[config.mk]
export PLATFORM = sky130hd
export DESIGN_NAME = jk_drive_seq
export DESIGN_NICKNAME = d
export VERILOG_FILES = /design/src/rtl/jk_drive_seq.sv
export SDC_FILE = /design/constraint.sdc
export NUM_CORES = 1
export LEC_CHECK = 0
export CORE_AREA = 2 2 64 66
export CTS_CLUSTER_SIZE = 40
export DETAILED_ROUTE_END_ITERATION = 8
export DIE_AREA = 0 0 66 68
export PLACE_DENSITY = 0.78
export REMOVE_ABC_BUFFERS = 1
export SLEW_MARGIN = 20
export SYNTH_ARGS = -nofsm -noshare
export SYNTH_HDL_FRONTEND = slang
export SYNTH_SLANG_ARGS = --single-unit
[constraint.sdc]
create_clock -name clk -period 3.3 [get_ports clk]
set_input_delay 0.99 -clock clk [delete_from_list [all_inputs] [get_ports clk]]
set_output_delay 0.99 -clock clk [all_outputs]
set_load 0.05 [all_outputs]
[src/rtl/jk_drive_seq.sv]
// jk_drive_seq: command-driven excitation sequencer for a bank of WIDTH JK flops.
// Accepts hold/load/count-up/count-down commands. Each step drives J/K for one
// cycle (DRIVE), then holds the bank for one cycle (CHECK). During CHECK the
// q readback is compared against the step target.
// Optional feature macro: JK_DRIVE_TOGGLE_EN. When defined, changing bits are
// driven with j=k=1 (toggle) instead of set/reset excitation.
module jk_drive_seq #(
  parameter int WIDTH = 4,
  parameter int LEN_W = 8
) (
  input  logic             clk,
  input  logic             rst_n,
  input  logic             cmd_valid,
  output logic             cmd_ready,
  input  logic [1:0]       cmd_op,
  input  logic [WIDTH-1:0] cmd_data,
  input  logic [LEN_W-1:0] cmd_len,
  input  logic [WIDTH-1:0] q_fb,
  output logic [WIDTH-1:0] j,
  output logic [WIDTH-1:0] k,
  output logic [WIDTH-1:0] exp_q,
  output logic             busy,
  output logic             done,
  output logic             mismatch
);

  typedef enum logic [1:0] {IDLE, DRIVE, CHECK} state_t;

  localparam logic [1:0] OP_HOLD = 2'b00;
  localparam logic [1:0] OP_LOAD = 2'b01;
  localparam logic [1:0] OP_UP   = 2'b10;
  localparam logic [1:0] OP_DOWN = 2'b11;

  state_t           state_q, state_d;
  logic [WIDTH-1:0] e_q, e_d;       // expected bank state (last verified)
  logic [WIDTH-1:0] n_q, n_d;       // target of the step in flight
  logic [1:0]       op_q, op_d;
  logic [LEN_W-1:0] steps_q, steps_d;
  logic [WIDTH-1:0] j_q, j_d, k_q, k_d;
  logic             done_q, done_d;
  logic             mism_q, mism_d;

  logic [WIDTH-1:0] ex_base, ex_tgt; // excitation source/target for the next step
  logic [WIDTH-1:0] j_nx, k_nx;
  logic [LEN_W-1:0] acc_steps;

  // Next target of a step given the state it starts from.
  function automatic logic [WIDTH-1:0] step_target(input logic [1:0]       op,
                                                   input logic [WIDTH-1:0] base,
                                                   input logic [WIDTH-1:0] data);
    logic [WIDTH-1:0] t;
    case (op)
      OP_LOAD: t = data;
      OP_UP:   t = base + WIDTH'(1);
      OP_DOWN: t = base - WIDTH'(1);
      default: t = base;
    endcase
    return t;
  endfunction

  // Load is a single step; hold and zero-length counts complete without driving.
  assign acc_steps = (cmd_op == OP_LOAD) ? LEN_W'(1) :
                     (cmd_op[1] ? cmd_len : '0);

  // Select where the next step starts: fresh readback at accept, else the
  // target just verified in CHECK.
  always_comb begin
    ex_base = q_fb;
    ex_tgt  = step_target(cmd_op, q_fb, cmd_data);
    if (state_q == CHECK) begin
      ex_base = n_q;
      ex_tgt  = step_target(op_q, n_q, n_q);
    end
  end

`ifdef JK_DRIVE_TOGGLE_EN
  // Changing bits toggle; unchanged bits hold.
  assign j_nx = ex_base ^ ex_tgt;
  assign k_nx = ex_base ^ ex_tgt;
`else
  // Changing bits are set (0->1) or reset (1->0); unchanged bits hold.
  assign j_nx = ~ex_base &  ex_tgt;
  assign k_nx =  ex_base & ~ex_tgt;
`endif

  // Next-state and registered-output logic of the IDLE/DRIVE/CHECK sequencer.
  always_comb begin
    state_d = state_q;
    e_d     = e_q;
    n_d     = n_q;
    op_d    = op_q;
    steps_d = steps_q;
    j_d     = '0;
    k_d     = '0;
    done_d  = 1'b0;
    mism_d  = mism_q;
    case (state_q)
      IDLE: begin
        if (cmd_valid) begin
          // Bank has no reset: resync expectation to readback on every command.
          e_d     = q_fb;
          mism_d  = 1'b0;
          op_d    = cmd_op;
          steps_d = acc_steps;
          n_d     = ex_tgt;
          if (acc_steps == '0) begin
            done_d = 1'b1;
          end else begin
            j_d     = j_nx;
            k_d     = k_nx;
            state_d = DRIVE;
          end
        end
      end
      DRIVE: begin
        // Bank samples j/k at this edge; drive returns to hold for CHECK.
        state_d = CHECK;
      end
      CHECK: begin
        if (q_fb == n_q) begin
          e_d     = n_q;
          steps_d = steps_q - LEN_W'(1);
          if (steps_q != LEN_W'(1)) begin
            n_d     = ex_tgt;
            j_d     = j_nx;
            k_d     = k_nx;
            state_d = DRIVE;
          end else begin
            done_d  = 1'b1;
            state_d = IDLE;
          end
        end else begin
          // Failed readback: abandon remaining steps, keep pre-step E.
          mism_d  = 1'b1;
          done_d  = 1'b1;
          state_d = IDLE;
        end
      end
      default: state_d = IDLE;
    endcase
  end

  // State and output registers with synchronous active-low reset.
  always_ff @(posedge clk) begin
    if (!rst_n) begin
      state_q <= IDLE;
      e_q     <= '0;
      n_q     <= '0;
      op_q    <= OP_HOLD;
      steps_q <= '0;
      j_q     <= '0;
      k_q     <= '0;
      done_q  <= 1'b0;
      mism_q  <= 1'b0;
    end else begin
      state_q <= state_d;
      e_q     <= e_d;
      n_q     <= n_d;
      op_q    <= op_d;
      steps_q <= steps_d;
      j_q     <= j_d;
      k_q     <= k_d;
      done_q  <= done_d;
      mism_q  <= mism_d;
    end
  end

  assign cmd_ready = (state_q == IDLE);
  assign busy      = (state_q != IDLE);
  assign j         = j_q;
  assign k         = k_q;
  assign exp_q     = e_q;
  assign done      = done_q;
  assign mismatch  = mism_q;

endmodule

Word-level counts from Yosys, hierarchy flattened
Cells that the tools add are included.
{"block": "classes", "n_addsub": 5, "n_eq_ne": 14, "muxes": 39, "n_bitwise": 4, "n_reduce_logical": 9}
{"op": "two-way mux 4 bit", "n": 15}
{"op": "case mux 4 bit (2 select lines)", "n": 5}
{"op": "two-way mux 8 bit", "n": 4}
{"op": "case mux 8 bit (2 select lines)", "n": 1}
{"op": "case mux 4 bit (3 select lines)", "n": 1}
{"op": "== test 2 bit (second input constant)", "n": 5}
{"op": "adder 4 x 1 -> 4 bit (second input constant)", "n": 2}
{"op": "AND 4 bit", "n": 2}
{"op": "logical NOT 8 bit", "n": 1}
{"op": "!= test 8 x 1 -> 1 bit (second input constant)", "n": 1}
{"op": "NOT 4 bit", "n": 2}
{"op": "subtractor 4 x 1 -> 4 bit (second input constant)", "n": 2}
{"op": "subtractor 8 x 1 -> 8 bit (second input constant)", "n": 1}
{"op": "two-way mux 1 bit", "n": 7}
{"op": "two-way mux 2 bit", "n": 3}
{"op": "!= test 2 bit (second input constant)", "n": 3}
{"op": "case mux 2 bit (3 select lines)", "n": 1}
{"op": "AND reduction 3 bit", "n": 2}
{"op": "== test 2 x 1 -> 1 bit (second input constant)", "n": 2}
{"op": "== test 4 bit", "n": 1}
{"op": "!= test 2 x 1 -> 1 bit (second input constant)", "n": 2}
{"op": "case mux 1 bit (2 select lines)", "n": 2}
{"op": "AND reduction 2 bit", "n": 2}
{"op": "AND reduction 4 bit", "n": 1}
{"op": "other kinds (2)", "n": 3}
{"block": "word_totals", "ff_bits": 30, "inputBits": 21, "output_inout_bits": 16, "word_cells": 80}

Longest topological paths before layout
Gate-level depths: netlist (run 1).
{"block": "depth", "ltp_word": 8, "depth_mapped": 9, "depth_no_buf": 8}

Least setup slack after synthesis (run 1)
No wires, ideal clock.
{"block": "synth_timing", "path_kind": "input port to flip-flop", "start": "input port cmd_op[0]", "end": "register k_q[3] (netlist: k[3])", "setup_time_ns": 0.080, "arrival_time_ns": 2.620, "required_ns": 3.220, "path_slack_ns": 0.600, "stages": 9, "n_path_buf": 1, "cell_sequence": "clkbuf_1 -> nand2_1 -> inv_1 -> ha_1 -> o211ai_1 -> a2bb2oi_1 -> mux2i_1 -> o211a_1 -> nor3b_1"}
{"block": "synth_via", "elab_chain_cells": 8, "elab_cells_between_ends": 14, "classes_between": "3 x eq/ne; 8 x mux; 2 x bitwise; 1 x reduce/logical"}
{"element": "from (decl)", "line_no": "15", "source": "input logic [1:0] cmd_op,"}
{"element": "== test 2 bit / == test 2 x 1 -> 1 bit (equally long branches)", "line_no": "52, 62"}
{"element": "case mux 4 bit (3 select lines)", "line_no": "52", "source": "case (op)"}
{"element": "two-way mux 4 bit", "line_no": "70", "source": "if (state_q == CHECK) begin"}
{"element": "NOT 4 bit", "line_no": "83", "source": "assign k_nx = ex_base & ~ex_tgt;"}
{"element": "AND 4 bit", "line_no": "83"}
{"element": "two-way mux 4 bit, on equally long branches", "line_no": "123, 106"}
{"element": "two-way mux 4 bit, on equally long branches", "line_no": "120, 99"}
{"element": "case mux 4 bit (2 select lines) (*)", "line_no": "97", "source": "case (state_q)"}
{"element": "to (signal assigned)", "line_no": "162", "source": "k_q <= k_d;"}
{"element": "to (decl)", "line_no": "39", "source": "logic [WIDTH-1:0] j_q, j_d, k_q, k_d;"}
Mark *: on every way between the ends. The rest lies on a longest branch, timed or not.
A chain may end at the register's enable or synchronous reset.

Final worst setup path (run 1)
{"block": "layout_timing", "start": "input port q_fb[1]", "end": "register k_q[2] (netlist: k[2])"}
{"block": "layout_via", "elab_chain_cells": 8, "elab_cells_between_ends": 12, "classes_between": "2 x add/sub; 1 x eq/ne; 7 x mux; 2 x bitwise"}
{"element": "from (decl)", "line_no": "18", "source": "input logic [WIDTH-1:0] q_fb,"}
{"element": "subtractor 4 x 1 -> 4 bit / adder 4 x 1 -> 4 bit (equally long branches)", "line_no": "55, 54"}
{"element": "case mux 4 bit (3 select lines)", "line_no": "52"}
{"element": "two-way mux 4 bit", "line_no": "70"}
{"element": "NOT 4 bit", "line_no": "83"}
{"element": "AND 4 bit", "line_no": "83"}
{"element": "two-way mux 4 bit, on equally long branches", "line_no": "123, 106"}
{"element": "two-way mux 4 bit, on equally long branches", "line_no": "120, 99"}
{"element": "case mux 4 bit (2 select lines) (*)", "line_no": "97"}
Marks and branches as above.

==> out/summary.log, run 1 <==
INFO  run_status     outcome=finished, final reports clean
INFO  die            standard_cell_rows=23
INFO  timing         worst_slew_pin_slew=500ps
INFO  clocking       cts_tree=built
INFO  setup_path     cp.arrival=3000ps
INFO  synth          synth_flop_cell=dfxtp_1
INFO  global_route   antenna_found_initial=0
INFO  synth          synth-warning-count=0
INFO  timing         setup_viol=0
INFO  clocking       post_cts_resized=0
INFO  die            coreArea=3860squm
INFO  synth          synth-seq-cells=30
INFO  synth          synth.cells.most_frequent=dfxtp_1 (30), nand2_1 (18), a21oi_1 (14), o21ai_0 (13), nor2_1 (11)
INFO  die            pin_count=37
INFO  clocking       worstSkewPairLatency=290ps
INFO  clocking       clockRootBuffer=clkbuf_8
INFO  placement      place_congestion=0.822
INFO  worst_hold_path min-delay-path-class=reg2reg
INFO  synth          synthDistinctLibCells=51
INFO  setup_path     cp_max_fo=9
INFO  global_route   grt_pass1_wl=7530um
INFO  die            initial_utilization=49.3%
INFO  final_layout   finalNetCount=282
INFO  route          total_vias_in_the_final_route=1770
INFO  route          vias_per_cell=5.80
INFO  setup_path     criticalPathCategory=in2reg
INFO  synth          ys_async_sr_fraction=0%
INFO  synth          yosysSeqAreaShare=31.6%
INFO  timing         timing.final.ws_setup=513ps
INFO  route          drtIter0Drc=134
INFO  power          power-per-cell-area=438nW/um^2
INFO  power          ir_drop=0.279mV
INFO  final_layout   insertedDiodeCount=0
INFO  die            fp.dieH=68um
INFO  timing         post-route-min-period=2790ps
INFO  global_route   gr-total-overflow=0
INFO  setup_path     endpoint_kind=flop
INFO  final_layout   n_fill_cell=344
INFO  placement      post-dp-hpwl=3160um
INFO  global_route   vias_in_the_first_global_route=1591
INFO  global_route   grt_start_max_net_pins=22
INFO  timing         post-route-period-util=84.5%
INFO  synth          synthesis.instances=216
INFO  synth          synthesis.area_per_instance=8.79squm
INFO  synth          post-synth-top-count-cell=dfxtp_1
INFO  synth          synthDominantAreaCellType=dfxtp_1
INFO  route          routed_wirelength=4510um
INFO  synth          synth_area=1900squm
INFO  die            floorplan.die_area=4490squm
INFO  timing         setup-tns-final=0ps
INFO  setup_path     cell_family_contributing_the_most_delay_on_the_critical_path=simple AND/OR/NAND/NOR gates
INFO  route          drtAntennaViolNets=0
INFO  setup_path     worst_setup_path_start_kind=primary input
INFO  placement      portBuffers=36
INFO  final_layout   post-route-util=62.8%
INFO  setup_path     max_stage_delay=680ps
INFO  clocking       path_clk_slew=70ps
INFO  clocking       cts_max_level=2
INFO  run            timing.max_cap.violations=0
INFO  setup_path     critPathRequiredTime=3510ps
INFO  placement      dpl_worst_slack=220ps
INFO  final_layout   multiInputGateArea=1180squm
INFO  synth          synth-edff-count=0
INFO  clocking       cts_inserted_buffers=5
INFO  global_route   overall_track_demand_over_capacity_in_global_routing=22.2%
INFO  final_layout   layout-drive-gt1-share=14.9%
INFO  clocking       cts.sinks=30
INFO  clocking       clk_path_buf_depth=2
INFO  clocking       cts-hold-fix-buffers=0
INFO  power          cellLeakagePower=0.969nW
INFO  timing         clock_skew=8.35ps
INFO  timing         relative_slew_margins=66.6%
INFO  route          drc_errors=0
INFO  route          drtPass1Iterations=4
INFO  clocking       post-cts-setup-buffer-count=0
INFO  synth          synth.top_cells.by_area=dfxtp_1 (32%), ha_1 (4.0%), a21oi_1 (3.7%), nand2_1 (3.6%), o21ai_0 (3.4%)
INFO  final_layout   area_growth_syn_to_layout=27.4%
INFO  route          routedWlPerCell=14.8um
INFO  timing         fmaxAchievable=359MHz
INFO  timing         grt_setup_unrepaired=false
INFO  timing         timing.final.hold_violations=0
INFO  setup_path     timing.critical_path.cells=clkdlybuf4s50_1 -> xnor2_2 -> nand4_4 -> or3_1 -> a21o_1 -> nor4_2
INFO  synth          fraction_of_synthesized_cell_area_taken_by_the_top_area_cell_type=31.6%
INFO  final_layout   seqCellArea=601squm
INFO  setup_path     buf_inv_stages_crit_path=1
INFO  timing         final_max_slew_viol_count=0
INFO  setup_path     critical_path.slowest_cell=clkdlybuf4s50_1
INFO  die            chipWidth=66um
worst register-to-register path: stages, from the launching register on:
cell and delay, ps:
dfxtp_1 610, nand2_1 180, inv_1 120, ha_1 270
a21oi_1 200, nand4_1 160, a211o_1 340, o211a_1 140
nor3b_1 150
stage by stage:
stage | instance area (sq um) | instances | power (mW) | hold slack [ps]
floorplan | 1820 | 202 | 0.606 | 466
global placement | 2310 | 297 | 0.705 | 485
detailed placement | 2310 | 297 | 0.708 | 488
CTS | 2420 | 305 | 1.06 | 502
global route | 2420 | 305 | 1.11 | 516
finish | 2420 | 305 | 1.06 | 498
layer usage:
layer / up-vias / track usage (%) / part of all wire, %
met5: - / 0 / 0
met4: 0 / 6.89 / 1.6
met3: 7 / 5.26 / 7.4
met2: 69 / 35.5 / 45
met1: 831 / 29.8 / 46
li1: 863 / - / -
layout by cell type, fill, tap and decap left out, types with 8 or more instances in the layout:
| cell type | instances |
|---|---|
| nand2_1 | 18 |
| dfxtp_1 | 30 |
| nor2_1 | 11 |
| o21ai_0 | 13 |
| clkdlybuf4s50_1 | 36 |
| a21oi_1 | 14 |
| inv_1 | 10 |
| clkbuf_8 | 8 |
| buf_4 | 9 |
cell families after synthesis:
| family | synth area share, % |
|---|---|
| AOI/OAI and AO/OA | 24.2 |
| xor gates and xnor gates | 6.19 |
| adders and majority gates | 5.01 |
| buffers and inverters | 6.39 |
| DFF | 31.6 |
| muxes | 5.53 |
| and+or+nand+nor | 21.1 |
where the power goes:
group	internal, mW	switching (mW)
Combinational	0.128	0.162
Clock	0.210	0.145
Sequential	0.386	0.0280
final timing paths:
path | from | endpoint | slack, ps | depth (start not counted)
setup / recovery | q_fb[1] | k[2] | 510 | 6
hold / removal | steps_q[5] | steps_q[5] | 500 | 2
setup reg to reg | op_q[1] | k[3] | 1010 | 8
hold reg to reg | steps_q[5] | steps_q[5] | 500 | 2
flip-flops by register name (all words and copies together), names as in the netlist:
name,flops
state_q,2
n_q,4
mismatch,1
j,4
k,4
op_q,2
steps_q,8
done,1
exp_q,4
layout make-up:
class	instances	share of cell area (%)
clock buffer	8	4.55
timing repair buffer	45	17.7
sequential	30	24.8
tap	50	2.59
inverter	11	1.71
multi-input combinational	161	48.7
Power figures use the tool's default switching activity.
==> inputs of run 2 (changes only) <==
==> constraint.sdc (replaced) <==
create_clock -name clk -period 2.6 [get_ports clk]
set_input_delay 0.78 -clock clk [delete_from_list [all_inputs] [get_ports clk]]
set_output_delay 0.78 -clock clk [all_outputs]
set_load 0.05 [all_outputs]
==> out/summary.log, run 2 (same netlist as run 1, synthesis figures left out) <==
INFO  run_status     outcome=finished, final reports clean
INFO  final_layout   layout-drive-gt1-share=20.0%
INFO  power          ir_drop=0.333mV
INFO  global_route   grt_pass1_wl=7750um
INFO  final_layout   most-common-layout-cells=clkdlybuf4s50_1 (36), dfxtp_1 (30), buf_4 (23)
INFO  clocking       cts-hold-fix-buffers=0
INFO  timing         timing.final.hold_violations=0
INFO  clocking       path_clk_slew=60ps
INFO  global_route   antenna_found_initial=0
INFO  setup_path     cp_max_fo=4
INFO  global_route   gr-total-overflow=0
INFO  route          routedLengthMet1=2110um
INFO  placement      post-place-cells=312
INFO  global_route   vias_in_the_first_global_route=1654
INFO  clocking       clockRootBuffer=clkbuf_8
INFO  run            timing.max_cap.violations=0
INFO  timing         timing.final.ws_setup=147ps
INFO  die            coreArea=3860squm
INFO  global_route   overall_track_demand_over_capacity_in_global_routing=23.1%
INFO  power          power.internal=0.943mW
INFO  power          p_sw_share=31.3%
INFO  power          power_frac_comb=29.2%
INFO  route          vias_per_cell=5.51
INFO  timing         clock_skew=5.27ps
INFO  timing         setup_viol=0
INFO  power          seq_power_share=38.1%
INFO  final_layout   final_cell_count_no_fill=320
INFO  final_layout   n_fill_cell=329
INFO  power          power-per-cell-area=538nW/um^2
INFO  final_layout   area_growth_syn_to_layout=34.3%
INFO  die            floorplan.die_area=4490squm
INFO  setup_path     cp.arrival=2670ps
INFO  clocking       cts_max_level=2
INFO  route          drtPass1Iterations=5
INFO  die            fp.dieH=68um
INFO  die            initial_utilization=49.3%
INFO  global_route   grt_start_max_net_pins=22
INFO  power          clockPowerShare=32.7%
INFO  route          routed_wirelength=4610um
INFO  setup_path     critPathRequiredTime=2820ps
INFO  setup_path     crit_start=q_fb[2]
INFO  timing         setup-tns-final=0ps
INFO  setup_path     worstSetupEndpoint=k[3]
INFO  final_layout   commonest_non_fill_non_tap_cell_in_the_layout=clkdlybuf4s50_1
INFO  die            chipWidth=66um
INFO  setup_path     timing.reg2reg.setup_slack=580ps
INFO  clocking       clk_path_buf_depth=2
INFO  final_layout   insertedDiodeCount=0
INFO  clocking       cts.sinks=30
INFO  route          routed.top_layer=met4
INFO  timing         worst_slew_pin_slew=509ps
INFO  route          drtIter0Drc=82
INFO  clocking       cts_tree=built
INFO  clocking       cts_inserted_buffers=5
INFO  die            pin_count=37
INFO  route          drc_errors=0
INFO  route          routedWlPerCell=14.4um
INFO  route          total_vias_in_the_final_route=1762
INFO  timing         relative_slew_margins=65.9%
INFO  timing         fmaxAchievable=408MHz
INFO  setup_path     crit-reg2reg-launch=steps_q[2]
INFO  setup_path     criticalPathCategory=in2reg
INFO  placement      post-dp-hpwl=3350um
INFO  power          power_switching=0.429mW
INFO  setup_path     register_to_register_path_depth=6
INFO  route          drtAntennaViolNets=0
INFO  route          met3RoutedLength=254um
INFO  power          cellLeakagePower=1.05nW
INFO  setup_path     rr_endpoint=j[2]
INFO  clocking       post-cts-setup-buffer-count=0
INFO  setup_path     worst_setup_path_start_kind=primary input
INFO  timing         final_max_slew_viol_count=0
INFO  final_layout   largest_register=steps_q
INFO  placement      place_congestion=0.883
INFO  route          dr_wl_met2=2200um
INFO  worst_hold_path min-delay-path-class=reg2reg
INFO  setup_path     endpoint_kind=flop
INFO  final_layout   largest_register_ffs=8
INFO  die            standard_cell_rows=23
INFO  timing         post-route-period-util=94.3%
INFO  final_layout   finalNetCount=297
INFO  placement      portBuffers=36
INFO  placement      dpl_worst_slack=-143ps
INFO  clocking       worstSkewPairLatency=290ps
INFO  timing         post-route-min-period=2450ps
run 2: changes by cell type in the layout (fill, tap and decap cells not counted), sizes merged:
cell,previous run,this run
buf,9,24
run 2: area by class of cell:
cell class,count,area [sq um],area share [%]
inverters,11,41.3,1.62
well taps,50,62.6,2.45
multi-input cells,161,1180,46.4
repair buffers,60,553,21.7
clock buffers,8,110,4.32
flip-flops and latches,30,601,23.6
run 2: power by group through the flow:
stage                     Sequential (mW)  Clock, mW  Combinational [mW]
final                               0.522      0.449               0.401
after global routing                0.526      0.474               0.435
after CTS                           0.522      0.460               0.398
after detailed placement            0.532          0               0.395
after global placement              0.531          0               0.389
after floorplan                     0.567          0               0.203
run 2: worst max-delay path: stages:
cell and delay, ps:
clkdlybuf4s50_1 500, ha_1 370, o211ai_1 170, a2bb2oi_1 220
mux2i_1 230, o211a_1 220, nor3b_1 170
run 2: worst min path at each step:
stage,depth (start not counted),slack [ps],startpoint,endpoint
6_report,1,500,exp_q[1],exp_q[1]
5_1_grt,1,520,exp_q[1],exp_q[1]
4_1_cts,1,500,exp_q[1],exp_q[1]
3_5_place_dp,1,490,exp_q[0],exp_q[0]
3_3_place_gp,1,480,exp_q[0],exp_q[0]
2_1_floorplan,2,470,steps_q[5],steps_q[5]
run 2: what timing repair did:
action | CTS | global route
endpoints found under the hold margin | 0 | 0
gates resized for setup | 0 | 1
endpoints found under the setup margin | 0 | 1
run 2: routing by layer:
| layer | up-vias | global-route usage (%) |
|---|---|---|
| li1 | 887 | - |
| met2 | 51 | 37.5 |
| met5 | - | 0 |
| met3 | 4 | 6.74 |
| met4 | 0 | 8.93 |
| met1 | 820 | 29.0 |
run 2: stage by stage:
step	hold WS (ps)	cell area [sq um]	total power [mW]	utilization [%]
detailed placement	488	2430	0.926	63.1
global placement	483	2430	0.920	63.1
CTS	500	2540	1.38	66.0
global route	518	2550	1.44	66.1
finish	496	2550	1.37	66.1
floorplan	466	1820	0.770	-
